==> src/rtl/rv32i_types.sv <==
// ============================================================================
//  Module   : rv32i_types
//  Brief    : Shared fetch-path types: fetch line record, fetch FSM states and
//             the line-formation helper.
//  Revision : 1.0
// ============================================================================
`default_nettype none

package rv32i_types;

    localparam int XLEN = 32;

    typedef enum logic [1:0] {
        IDLE = 2'd0,
        WAIT = 2'd1,
        DROP = 2'd2
    } fetch_state_t;

    typedef struct packed {
        logic [XLEN-1:0] pc;
        logic [XLEN-1:0] instr0;
        logic [XLEN-1:0] instr1;
        logic            num;
    } fetch_line_t;

    // A fetch PC in the upper word of a line yields a single instruction.
    function automatic fetch_line_t form_line(
        input logic [XLEN-1:0]   pc,
        input logic [2*XLEN-1:0] rdata
    );
        fetch_line_t line;
        line.pc = pc;
        if (pc[2]) begin
            line.instr0 = rdata[2*XLEN-1:XLEN];
            line.instr1 = '0;
            line.num    = 1'b0;
        end else begin
            line.instr0 = rdata[XLEN-1:0];
            line.instr1 = rdata[2*XLEN-1:XLEN];
            line.num    = 1'b1;
        end
        return line;
    endfunction

endpackage

`default_nettype wire

==> src/rtl/fetch_line_fifo.sv <==
// ============================================================================
//  Module   : fetch_line_fifo
//  Brief    : Power-of-two deep FIFO of fetch lines with synchronous flush.
//  Revision : 1.0
// ============================================================================
`default_nettype none

module fetch_line_fifo
    import rv32i_types::*;
#(
    parameter int DEPTH = 4
) (
    input  logic                       clk,
    input  logic                       rst,
    input  logic                       i_flush,
    input  logic                       i_wr_en,
    input  fetch_line_t                i_wr_line,
    input  logic                       i_rd_en,
    output fetch_line_t                o_head,
    output logic [$clog2(DEPTH):0]     o_count,
    output logic                       o_empty
);

    localparam int c_ptr_w = $clog2(DEPTH);
    localparam int c_cnt_w = c_ptr_w + 1;
    localparam logic [c_cnt_w-1:0] c_depth_cnt = c_cnt_w'(DEPTH);

    fetch_line_t        r_mem [DEPTH];
    logic [c_ptr_w-1:0] r_wr_ptr;
    logic [c_ptr_w-1:0] r_rd_ptr;
    logic [c_cnt_w-1:0] r_count;
    logic               w_do_rd;
    logic               w_do_wr;

    assign w_do_rd = i_rd_en && (r_count != '0);
    // A full FIFO still accepts a write when the head leaves the same cycle.
    assign w_do_wr = i_wr_en && ((r_count != c_depth_cnt) || w_do_rd);

    always_ff @(posedge clk) begin
        if (w_do_wr && !i_flush) begin
            r_mem[r_wr_ptr] <= i_wr_line;
        end
    end

    always_ff @(posedge clk) begin
        if (rst || i_flush) begin
            r_wr_ptr <= '0;
            r_rd_ptr <= '0;
            r_count  <= '0;
        end else begin
            if (w_do_wr) begin
                r_wr_ptr <= r_wr_ptr + c_ptr_w'(1);
            end
            if (w_do_rd) begin
                r_rd_ptr <= r_rd_ptr + c_ptr_w'(1);
            end
            if (w_do_wr && !w_do_rd) begin
                r_count <= r_count + c_cnt_w'(1);
            end else if (w_do_rd && !w_do_wr) begin
                r_count <= r_count - c_cnt_w'(1);
            end
        end
    end

    assign o_head  = r_mem[r_rd_ptr];
    assign o_count = r_count;
    assign o_empty = (r_count == '0);

endmodule

`default_nettype wire

==> src/rtl/fetch_line_buffer.sv <==
// ============================================================================
//  Module   : fetch_line_buffer
//  Brief    : Fetch PC owner, 64-bit line read handshake and line buffer
//             feeding decode. Optional FETCH_BYPASS_EN presents a response
//             combinationally when the buffer is empty.
//  Revision : 1.0
// ============================================================================
`default_nettype none

module fetch_line_buffer
    import rv32i_types::*;
#(
    parameter int               WIDTH    = XLEN,
    parameter int               DEPTH    = 4,
    parameter logic [WIDTH-1:0] RESET_PC = 32'h0000_0060
) (
    input  logic               clk,
    input  logic               rst,
    input  logic               redirect,
    input  logic [WIDTH-1:0]   redirect_pc,
    input  logic               i_mem_resp,
    input  logic [2*WIDTH-1:0] i_mem_rdata,
    output logic               i_mem_read,
    output logic [WIDTH-1:0]   i_mem_address,
    output logic               out_valid,
    output logic [WIDTH-1:0]   out_pc,
    output logic [WIDTH-1:0]   out_instr0,
    output logic [WIDTH-1:0]   out_instr1,
    output logic               out_num,
    input  logic               deq
);

    localparam int c_cnt_w = $clog2(DEPTH) + 1;
    localparam logic [c_cnt_w-1:0] c_depth_cnt = c_cnt_w'(DEPTH);
    localparam logic [WIDTH-1:0]   c_line_bytes = WIDTH'(8);

    fetch_state_t       r_state;
    fetch_state_t       w_next_state;
    logic [WIDTH-1:0]   r_fetch_pc;
    logic [WIDTH-1:0]   r_req_addr;
    logic [WIDTH-1:0]   w_line_addr;
    fetch_line_t        w_resp_line;
    fetch_line_t        w_head_line;
    fetch_line_t        w_out_line;
    logic [c_cnt_w-1:0] w_fifo_count;
    logic               w_fifo_empty;
    logic               w_issue;
    logic               w_resp_live;
    logic               w_bypass;
    logic               w_fifo_wr;
    logic               w_fifo_rd;
    logic               w_unused;

    assign w_unused    = ^redirect_pc[1:0];
    assign w_line_addr = {r_fetch_pc[WIDTH-1:3], 3'b000};
    assign w_resp_line = form_line(r_fetch_pc, i_mem_rdata);
    // Only a response to a request that is still current produces a line.
    assign w_resp_live = (r_state == WAIT) && i_mem_resp && !redirect;

    always_comb begin
        w_next_state = r_state;
        w_issue      = 1'b0;
        case (r_state)
            IDLE: begin
                if (!rst && !redirect && (w_fifo_count < c_depth_cnt)) begin
                    w_issue      = 1'b1;
                    w_next_state = WAIT;
                end
            end
            WAIT: begin
                if (i_mem_resp) begin
                    w_next_state = IDLE;
                end else if (redirect) begin
                    w_next_state = DROP;
                end
            end
            DROP: begin
                if (i_mem_resp) begin
                    w_next_state = IDLE;
                end
            end
            default: w_next_state = IDLE;
        endcase
    end

    always_ff @(posedge clk) begin
        if (rst) begin
            r_state    <= IDLE;
            r_fetch_pc <= RESET_PC;
            r_req_addr <= '0;
        end else begin
            r_state <= w_next_state;
            if (w_issue) begin
                r_req_addr <= w_line_addr;
            end
            if (redirect) begin
                r_fetch_pc <= {redirect_pc[WIDTH-1:2], 2'b00};
            end else if (w_resp_live) begin
                r_fetch_pc <= w_line_addr + c_line_bytes;
            end
        end
    end

    // The request address is held from the issuing cycle until the response,
    // even after a redirect has already moved the fetch PC.
    always_comb begin
        i_mem_read    = 1'b0;
        i_mem_address = '0;
        if (w_issue) begin
            i_mem_read    = 1'b1;
            i_mem_address = w_line_addr;
        end else if (r_state != IDLE) begin
            i_mem_read    = 1'b1;
            i_mem_address = r_req_addr;
        end
    end

`ifdef FETCH_BYPASS_EN
    assign w_bypass = w_resp_live && w_fifo_empty;
`else
    assign w_bypass = 1'b0;
`endif

    assign w_fifo_wr = w_resp_live && !(w_bypass && deq);
    assign w_fifo_rd = deq && !w_fifo_empty && !redirect;

    fetch_line_fifo #(
        .DEPTH (DEPTH)
    ) u_fifo (
        .clk       (clk),
        .rst       (rst),
        .i_flush   (redirect),
        .i_wr_en   (w_fifo_wr),
        .i_wr_line (w_resp_line),
        .i_rd_en   (w_fifo_rd),
        .o_head    (w_head_line),
        .o_count   (w_fifo_count),
        .o_empty   (w_fifo_empty)
    );

    assign w_out_line = w_bypass ? w_resp_line : w_head_line;
    assign out_valid  = !w_fifo_empty || w_bypass;

    always_comb begin
        out_pc     = '0;
        out_instr0 = '0;
        out_instr1 = '0;
        out_num    = 1'b0;
        if (out_valid) begin
            out_pc     = w_out_line.pc;
            out_instr0 = w_out_line.instr0;
            out_instr1 = w_out_line.instr1;
            out_num    = w_out_line.num;
        end
    end

endmodule

`default_nettype wire

==> config.mk <==
export PLATFORM = sky130hd
export DESIGN_NAME = fetch_line_buffer
export DESIGN_NICKNAME = d
export VERILOG_FILES = /design/src/rtl/rv32i_types.sv /design/src/rtl/fetch_line_fifo.sv /design/src/rtl/fetch_line_buffer.sv
export SDC_FILE = /design/constraint.sdc
export NUM_CORES = 1
export LEC_CHECK = 0
export CORE_MARGIN = 8
export CORE_UTILIZATION = 56
export CTS_BUF_LIST = sky130_fd_sc_hd__clkbuf_8 sky130_fd_sc_hd__clkbuf_16
export CTS_CLUSTER_SIZE = 10
export DETAILED_ROUTE_END_ITERATION = 7
export GPL_TIMING_DRIVEN = 0
export PLACE_DENSITY = 0.89
export SYNTH_ARGS = -nofsm -noshare
export SYNTH_HDL_FRONTEND = slang
export SYNTH_SLANG_ARGS = --single-unit
==> constraint.sdc <==
create_clock -name clk -period 5.8 [get_ports clk]
set_input_delay 1.16 -clock clk [delete_from_list [all_inputs] [get_ports clk]]
set_output_delay 1.16 -clock clk [all_outputs]
set_load 0.05 [all_outputs]
Word-level counts from Yosys, hierarchy flattened
Memory sizes are Yosys's and may differ from the RTL's. A register that Yosys moved wholly into a read port is not among the register bits.
Index checks and enable logic that the tools add are counted.
Storage, ports and cells
  logic and storage cells: 70
  flip-flop bits (word level): 70
  bits in writable memories: 388
  input port bits: 101
  memories kept: 1
Memory list
  u_fifo.r_mem: depth 4, width 97, read ports 1, clocked after memory_dff 1, write ports 1, line fetch_line_fifo.sv:28  | fetch_line_t r_mem [DEPTH];
Cells by class
  equality and inequality tests: 6
  magnitude comparators: 1
  add/sub/neg operators: 5
  muxes and demuxes: 24
  reduce and logical (&&, ||, !) cells: 26
Operators with widths (count)
  32-bit two-way mux: 7
  65-bit two-way mux: 1
  32-bit by 4-bit adder with 32-bit output, second input constant: 1
  2-bit two-way mux: 6
  1-bit logical AND: 11
  1-bit two-way mux: 7
  3-bit two-way mux: 2
  3-bit inequality test, second input constant: 2
  2-bit case mux with 3 select lines: 1
  2-bit nonzero test: 3
  1-bit zero test: 5
  2-bit by 1-bit adder with 2-bit output, second input constant: 2
  2-bit inequality test, second input constant: 2
  3-bit by 1-bit adder with 3-bit output, second input constant: 1
  3-bit zero test: 1
  3-bit less-than comparator, second input constant: 1
  3-bit AND reduction: 1
  3-bit nonzero test: 1
  3-bit by 1-bit subtractor with 3-bit output, second input constant: 1
  2-bit by 1-bit equality test with 1-bit output, second input constant: 1
  2-bit equality test, second input constant: 1
  2-bit zero test: 1
  1-bit logical OR: 2
  2-bit OR reduction: 1

Depth between registers and ports, before layout
Gate-level depths: netlist (run 1).
  depth in word-level cells: 11
  gate-level depth with buffers: 10
  depth with buffers taken out: 8

Hierarchy
From an unflattened synthesis (run 1), not the netlist that was laid out.
Unflattened totals
  cells, all modules: 1163
  area, all modules: 18855.6 µm²
By module, submodules not included
  fetch_line_fifo: area each 14465.1 µm², cells an instance 558, times used 1, sequential area each 11831.3 µm²
  fetch_line_buffer: area each 4390.5 µm², cells an instance 605, times used 1, sequential area each 1221.2 µm²

Worst setup path before layout (run 1)
Ideal clock, no wire load.
  path type: input to register
  start: in redirect
  end: mem u_fifo.r_mem[0][0] (netlist name) (enable)
  stages: 3
  buffers on the path: 1
  arrival time: 4127 ps
  setup time: 464 ps
  required time: 5336 ps
  slack: 1208 ps
  cells stage by stage: clkbuf_1 nor3_1 and2_1
On the way
  cells in the longest elaborated chain, start to end: 8
  elaborated cells on any way between the ends: 9
  those cells by class: mux (2); reduce/logical (7)
Ends and longest elaborated chain
  start: declaration: line fetch_line_buffer.sv:19  | input logic redirect,
  1-bit zero test *: line fetch_line_fifo.sv:40, fetch_line_buffer.sv:58, fetch_line_buffer.sv:125
  1-bit logical AND: line fetch_line_buffer.sv:125  | assign w_fifo_rd = deq && !w_fifo_empty && !redirect;
  1-bit logical AND: line fetch_line_fifo.sv:35  | assign w_do_rd = i_rd_en && (r_count != '0);
  1-bit logical OR: line fetch_line_fifo.sv:37  | assign w_do_wr = i_wr_en && ((r_count != c_depth_cnt) || w_do_rd);
  1-bit logical AND: line fetch_line_fifo.sv:37
  1-bit logical AND *: line fetch_line_fifo.sv:40  | if (w_do_wr && !i_flush) begin
  1-bit two-way mux *: line fetch_line_fifo.sv:40
  1-bit two-way mux (not written as such) *: line fetch_line_fifo.sv:41  | r_mem[r_wr_ptr] <= i_wr_line;
  end: declaration: line fetch_line_fifo.sv:28
Mark *: on every way between the ends. The rest lies on a longest branch, timed or not.

Worst setup path in the final report (run 1)
  start: in rst
  end: out i_mem_address[24]
On the way
  cells in the longest elaborated chain, start to end: 6
Ends and longest elaborated chain
  start: declaration: line fetch_line_buffer.sv:18  | input logic rst,
  1-bit zero test: line fetch_line_buffer.sv:65  | if (!rst && !redirect && (w_fifo_count < c_depth_cnt)) begin
  1-bit logical AND (2 in a row): line fetch_line_buffer.sv:65
  1-bit two-way mux: line fetch_line_buffer.sv:65
  1-bit two-way mux: line fetch_line_buffer.sv:63  | case (r_state)
  32-bit two-way mux: line fetch_line_buffer.sv:109  | if (w_issue) begin
  end: declaration: line fetch_line_buffer.sv:24  | output logic [WIDTH-1:0] i_mem_address,
No other way between the ends.

==> results of run 1 <==
[cells by family (layout without fill, tap and decap cells)]
| family | after synthesis | count (layout) |
|---|---|---|
| multiplexers | 130 | 130 |
| AND/OR/NAND/NOR | 387 | 387 |
| flip-flops | 450 | 450 |
| buffers and inverters | 92 | 416 |
| adder cells (fa/ha/maj) | 7 | 7 |
| XOR/XNOR | 15 | 15 |
| AO/OA/AOI/OAI | 83 | 83 |
| other | 1 | 6 |
[power by group through the flow]
stage,logic [mW],clock network [mW],registers [mW]
floorplan,0.285,0,3.65
global placement,0.471,0,3.67
detailed placement,0.484,0,3.67
CTS,0.487,2.88,3.61
global route,0.517,3.01,3.61
finish,0.488,2.85,3.61
[layout make-up]
class	instances	area (µm²)
antenna	1	2.502
buffer	80	370.4
clock buffer	56	1356
clock inverter	39	163.9
fill	2018	9567
inverter	12	45.04
multi-input combinational	627	5381
sequential	450	12810
tap	442	553.0
timing repair buffer	229	2367
[registers in the layout, indices dropped and copies added (netlist names), named ones only]
| name | cells |
|---|---|
| r_fetch_pc | 30 |
| u_fifo.o_count | 3 |
| u_fifo.r_wr_ptr | 2 |
| u_fifo.r_mem | 380 |
| r_req_addr | 29 |
| r_state | 2 |
| u_fifo.r_rd_ptr | 2 |
[metal layers]
metal	vias up	global-route usage, %	share of wire (%)
met2	505	39.35	51
met5	-	0	0.018
li1	5005	-	-
met4	2	5.752	1.8
met3	62	4.363	7.5
met1	5670	28.71	40
[cells in the final DEF, fill, tap and decap left out, drive strengths merged, types with 13 or more instances in the layout]
cell type,synthesis,layout
nor3,13,13
edfxtp,380,380
inv,12,50
a21oi,35,35
nand2,135,135
mux4,95,95
nor2,31,31
clkbuf,53,109
buf,27,33
nand3,15,15
mux2,32,32
nor2b,34,34
and2,102,102
clkdlybuf4s50,0,223
dfxtp,70,70
[how the worst max path moves through the flow]
stage	from	end	slack, ns	cells after the start
6_report	rst	i_mem_address[24]	0.72	9
4_1_cts	rst	i_mem_address[24]	0.75	9
2_1_floorplan	redirect	u_fifo.r_mem[0][0]$_DFFE_PP_	1.21	3
5_1_grt	rst	i_mem_address[24]	0.56	9
3_5_place_dp	rst	i_mem_address[24]	0.77	9
3_3_place_gp	i_mem_resp	u_fifo.r_mem[1][45]$_DFFE_PP_	-1.05	4
[worst register-to-register path, stage by stage, from the launching register on]
cell	delay [ns]
dfxtp_1	0.46
nand3b_4	0.17
nor3_1	0.81
and2_4	0.61
buf_12	0.30
buf_12	0.28
[metrics by stage]
stage | cell area, µm² | utilization, %
after detailed placement | 21530 | 66.00
after floorplan | 18600 | -
after CTS | 23050 | 70.66
after global routing | 23050 | 70.67
final | 23050 | 70.67
after global placement | 21380 | 65.56
==> flow_metrics.env, run 1 <==
export IMPL_yosysSeqAreaShare_pct=68.94
export IMPL_syn_cell_area_um2=18580
export IMPL_yosys_warnings=0
export IMPL_maxCapViolCount=0
export IMPL_insertion_delay_ns=0.55
export IMPL_synth_adder_area_share_pct=0.5117
export IMPL_synth_compound_area_share_pct=2.882
export IMPL_drv_slew=0
export IMPL_min_delay_start="r_req_addr[16]$_SDFFE_PP0P_"
export IMPL_synth_cells=1165
export IMPL_coreArea_um2=32620
export IMPL_overflow=0
export IMPL_syn_area_per_cell_um2=15.95
export IMPL_synth_area_mux_share_pct=13.61
export IMPL_wire_per_inst_um=22.96
export IMPL_post_cts_buffers=0
export IMPL_end_kind="output pin"
export IMPL_synth_edf_count=380
export IMPL_cts_buffers=51
export IMPL_p_seq_share_pct=52.0
export IMPL_hold_end="r_req_addr[16]$_SDFFE_PP0P_"
export IMPL_dieWidth_um=198.2
export IMPL_final_cells=1936
export IMPL_dieArea_um2=39270
export IMPL_peakVddDrop_uv=230.0
export IMPL_leakagePower_nw=7.715
export IMPL_synthArstFlopShare_pct=0
export IMPL_pin_count=232
export IMPL_required_ns=4.64
export IMPL_switching_share_pct=22.04
export IMPL_holdBufCountCts=0
export IMPL_min_period_over_period_pct=87.63
export IMPL_cts_htree_levels=2
export IMPL_pwr_share_comb_pct=7.0
export IMPL_worst_slack_ns=0.7173
export IMPL_timing_critical_path_slowest_cell_delay_ns=0.82
export IMPL_grt_usage_pct=22.54
export IMPL_yosys_most_used_dff="edfxtp_1"
export IMPL_crit_type="input port to output pin"
export IMPL_clock_root_buffer="clkbuf_16"
export IMPL_dr_pass1_iters=5
export IMPL_pre_cts_ws_ns=0.7689
export IMPL_worst_slew_pin_slew_ns=0.9715
export IMPL_ctsResizeCount=0
export IMPL_vias_per_cell=5.808
export IMPL_cts_sinks=450
export IMPL_fp_row_count=66
export IMPL_outcome="completed"
export IMPL_cp_slowest_cell="clkdlybuf4s50_1"
export IMPL_initial_core_util_pct=56.97
export IMPL_synthXorXnorAreaFrac_pct=0.7069
export IMPL_total_power_mw=6.942
export IMPL_drt_iter0_drc=1018
export IMPL_yosysTopAreaCell="edfxtp_1"
export IMPL_place_hpwl_um=29940
export IMPL_grt_start_max_net_pins=56
export IMPL_via_count=11240
export IMPL_ant_nets=0
export IMPL_intPower_mw=5.412
export IMPL_clk_pin_slew_ns=0.06
export IMPL_arrival_ns=3.92
export IMPL_setup_viol=0
export IMPL_crit_chain="clkdlybuf4s50_1, or2_2, clkbuf_1, nor3_1, buf_2, buf_2, nand2_1, nand2_1, clkdlybuf4s50_1"
export IMPL_io_buffers=223
export IMPL_gp_congestion=0.9163
export IMPL_p_switching_mw=1.530
export IMPL_yosys_area_share_simple_pct=11.09
export IMPL_cpLargestDelayFamily="buffers and inverters"
export IMPL_hp_class="flip-flop to flip-flop"
export IMPL_cts_buffer_depth=3
export IMPL_dp_cells=1840
export IMPL_drive_above_1_share_pct=15.41
export IMPL_tns_ns=0
export IMPL_synth_top_family_by_area="multiplexers"
export IMPL_finalCriticalPeriod_ns=5.083
export IMPL_synth_area_leaders="edfxtp_1, mux4_2, dfxtp_1"
export IMPL_hold_violations=0
export IMPL_critPathMaxFanout=10
export IMPL_grt_pass1_vias=11770
export IMPL_grt_pass1_wl_um=67940
export IMPL_wl_um=44460
export IMPL_fin_nets=1559
export IMPL_synth_top_area_share_pct=61.40
export IMPL_synth_cell_types=56
export IMPL_reg2regPathDepth=5
export IMPL_ys_seq_elements=450
export IMPL_post_route_drc_count=0
export IMPL_clock_power_share_pct=41.0
export IMPL_critPathBufInv=5
export IMPL_finClkSkew_ns=0.02375
export IMPL_r2r_start="r_state[0]$_SDFFE_PP0P_"
export IMPL_rsz0062_at_grt="false"
export IMPL_chipHeight_um=198.2
export IMPL_synth_common_cells="edfxtp_1, nand2_1, and2_1, mux4_2, dfxtp_1"
export IMPL_ff2ff_setup_slack_ns=2.81
export IMPL_whs_ns=0.4582
export IMPL_min_delay_path_depth=2
export IMPL_yosysMostFrequentCell="edfxtp_1"
export IMPL_cts_tree="done"
export IMPL_syn2layout_area_growth_pct=24.04
export IMPL_maxSlewHeadroom_pct=34.74
export IMPL_start_kind="input port"
export IMPL_p_per_area_nw_per_um2=301.1
export IMPL_worstReg2RegEnd="u_fifo.r_mem[3][12]$_DFFE_PP_"
export IMPL_fmax_ghz=0.1967
export IMPL_antenna_found_initial=2
Note: power is estimated with default switching activity, not from simulation.
==> run 2, diff against run 1 <==
--- a/config.mk
+++ b/config.mk
@@ -6,12 +6,13 @@
 export NUM_CORES = 1
 export LEC_CHECK = 0
 export CORE_MARGIN = 8
-export CORE_UTILIZATION = 56
+export CORE_UTILIZATION = 40
 export CTS_BUF_LIST = sky130_fd_sc_hd__clkbuf_8 sky130_fd_sc_hd__clkbuf_16
 export CTS_CLUSTER_SIZE = 10
 export DETAILED_ROUTE_END_ITERATION = 7
 export GPL_TIMING_DRIVEN = 0
-export PLACE_DENSITY = 0.89
+export PLACE_DENSITY = 0.7
+export SLEW_MARGIN = 40
 export SYNTH_ARGS = -nofsm -noshare
 export SYNTH_HDL_FRONTEND = slang
 export SYNTH_SLANG_ARGS = --single-unit
==> run 2 against run 1 <==
Hold slack got worse by 0.0039 ns. Global-route usage fell by 5.8 points. First-iteration DRC count fell by 14%. Clock skew fell by 0.013 ns. Clock power fell by 2%. Flip-flop and latch count did not move. Sequential power barely moved. Worst setup slack got worse by 0.012 ns. Design area rose by 1.2%. Non-clock buffer count rose by 8. Via count fell by 2.3%. Critical path depth fell by 3.
==> flow_metrics.env, run 2 (synthesized netlist as in run 1, its figures left out) <==
export IMPL_hold_violations=0
export IMPL_reg2regPathDepth=9
export IMPL_grt_usage_pct=16.76
export IMPL_r2r_start="u_fifo.o_count[2]$_SDFFE_PP0P_"
export IMPL_p_seq_share_pct=52.3
export IMPL_holdBufCountCts=0
export IMPL_peakVddDrop_uv=252.7
export IMPL_stdcell_area_um2=23320
export IMPL_finalCriticalPeriod_ns=5.094
export IMPL_clock_power_share_pct=40.6
export IMPL_worst_slack_ns=0.7055
export IMPL_dieArea_um2=53610
export IMPL_wire_per_inst_um=21.86
export IMPL_overflow=0
export IMPL_insertion_delay_ns=0.57
export IMPL_min_delay_path_depth=2
export IMPL_gr_usage_met2_pct=28.75
export IMPL_wl_um=45720
export IMPL_setup_viol=0
export IMPL_fmax_ghz=0.1963
export IMPL_switching_share_pct=22.19
export IMPL_via_count=10990
export IMPL_p_switching_mw=1.532
export IMPL_crit_type="flip-flop to output pin"
export IMPL_drt_iter0_drc=876
export IMPL_largest_reg_flops=380
export IMPL_p_per_area_nw_per_um2=296.0
export IMPL_io_buffers=223
export IMPL_ctsResizeCount=0
export IMPL_gp_congestion=0.8993
export IMPL_grt_start_max_net_pins=34
export IMPL_cts_buffers=52
export IMPL_cts_sinks=450
export IMPL_cts_tree="done"
export IMPL_n_antenna_cell=0
export IMPL_pre_cts_ws_ns=0.7717
export IMPL_top_usage_layer="met2"
export IMPL_critPathMaxFanout=10
export IMPL_tns_ns=0
export IMPL_finClkSkew_ns=0.01064
export IMPL_place_hpwl_um=31660
export IMPL_rsz0062_at_grt="false"
export IMPL_hold_end="r_req_addr[26]$_SDFFE_PP0P_"
export IMPL_min_period_over_period_pct=87.84
export IMPL_fin_nets=1568
export IMPL_grt_use_met1_pct=21.11
export IMPL_antenna_found_initial=1
export IMPL_top_register="u_fifo.r_mem"
export IMPL_ff2ff_setup_slack_ns=3.14
export IMPL_post_cts_buffers=0
export IMPL_intPower_mw=5.371
export IMPL_placed_cell_area_um2=21890
export IMPL_reg_largest_list="u_fifo.r_mem (380), r_fetch_pc (30), r_req_addr (29)"
export IMPL_worstReg2RegEnd="u_fifo.o_count[2]$_SDFFE_PP0P_"
export IMPL_met3_usage_pct=4.084
export IMPL_vias_per_cell=5.253
export IMPL_maxCapViolCount=0
export IMPL_whs_ns=0.4543
export IMPL_drive_above_1_share_pct=16.03
export IMPL_start_kind="flip-flop"
export IMPL_coreArea_um2=46160
export IMPL_dieWidth_um=231.5
export IMPL_post_route_drc_count=0
export IMPL_clk_pin_slew_ns=0.06
export IMPL_arrival_ns=3.93
export IMPL_outcome="completed"
export IMPL_required_ns=4.64
export IMPL_grt_pass1_wl_um=69660
export IMPL_end_kind="output pin"
export IMPL_maxSlewHeadroom_pct=44.72
export IMPL_leakagePower_nw=7.687
export IMPL_cts_htree_levels=2
export IMPL_pin_count=232
export IMPL_final_common_cell="edfxtp_1"
export IMPL_dr_pass1_iters=5
export IMPL_cts_buffer_depth=3
export IMPL_worst_slew_pin_slew_ns=0.8292
export IMPL_hp_class="flip-flop to flip-flop"
export IMPL_min_delay_start="r_req_addr[26]$_SDFFE_PP0P_"
export IMPL_pwr_share_comb_pct=7.1
export IMPL_fp_row_count=79
export IMPL_layout_common_cells="edfxtp_1, clkdlybuf4s50_1, nand2_1"
export IMPL_chipHeight_um=231.5
export IMPL_syn2layout_area_growth_pct=25.50
export IMPL_grt_pass1_vias=11560
export IMPL_total_power_mw=6.903
export IMPL_initial_core_util_pct=40.26
export IMPL_clock_root_buffer="clkbuf_16"
export IMPL_drv_slew=0
export IMPL_ant_nets=0
## run 2: changes by cell type in the layout (fill, tap and decap cells not counted), moves of 2 or more
cell,before,now
buf_12,4,13
clkbuf_8,5,1
clkinv_2,0,2
inv_1,49,34
## run 2: final cells by class
class	count	area, µm²
well taps	607	759.5
clock buffers	53	1326
clock inverters	26	102.6
flip-flops and latches	450	12810
fillers	3826	22840
repair buffers	237	2520
multi-input cells	627	5386
inverters	12	45.04
plain buffers	80	371.6
## run 2: worst max path at each step
stage	from	end	cells past startpoint
2_1_floorplan	redirect	u_fifo.r_mem[0][0]$_DFFE_PP_	3
3_3_place_gp	i_mem_resp	u_fifo.r_mem[1][48]$_DFFE_PP_	4
3_5_place_dp	rst	i_mem_address[25]	9
4_1_cts	u_fifo.o_count[2]$_SDFFE_PP0P_	out_instr0[20]	6
5_1_grt	u_fifo.o_count[2]$_SDFFE_PP0P_	out_instr0[23]	6
6_report	u_fifo.o_count[2]$_SDFFE_PP0P_	out_instr0[20]	6
## run 2: worst max-delay path: stages, from the launching register on
cell             delay [ns]
dfxtp_1                0.49
or3_1                  0.15
clkbuf_1               0.55
clkbuf_1               0.61
clkbuf_1               0.45
and2_1                 0.27
clkdlybuf4s50_1        0.83
## run 2: power by group through the flow
stage | combinational, mW | sequential, mW | clock [mW]
2_1_floorplan | 0.285 | 3.65 | 0
3_3_place_gp | 0.483 | 3.67 | 0
3_5_place_dp | 0.493 | 3.67 | 0
4_1_cts | 0.496 | 3.61 | 2.88
5_1_grt | 0.525 | 3.61 | 3.00
6_report | 0.493 | 3.61 | 2.80
## run 2: per-stage QoR
step	util, %	std cells
floorplan	-	1169
global placement	46.77	1999
detailed placement	47.42	2013
CTS	50.52	2092
global route	50.53	2092
finish	50.53	2092
## run 2: per-layer routing
metal | vias up | share of wire [%]
li1 | 5009 | -
met1 | 5574 | 42
met2 | 348 | 50
met3 | 56 | 6.6
met4 | 2 | 1.6
met5 | - | 0.028
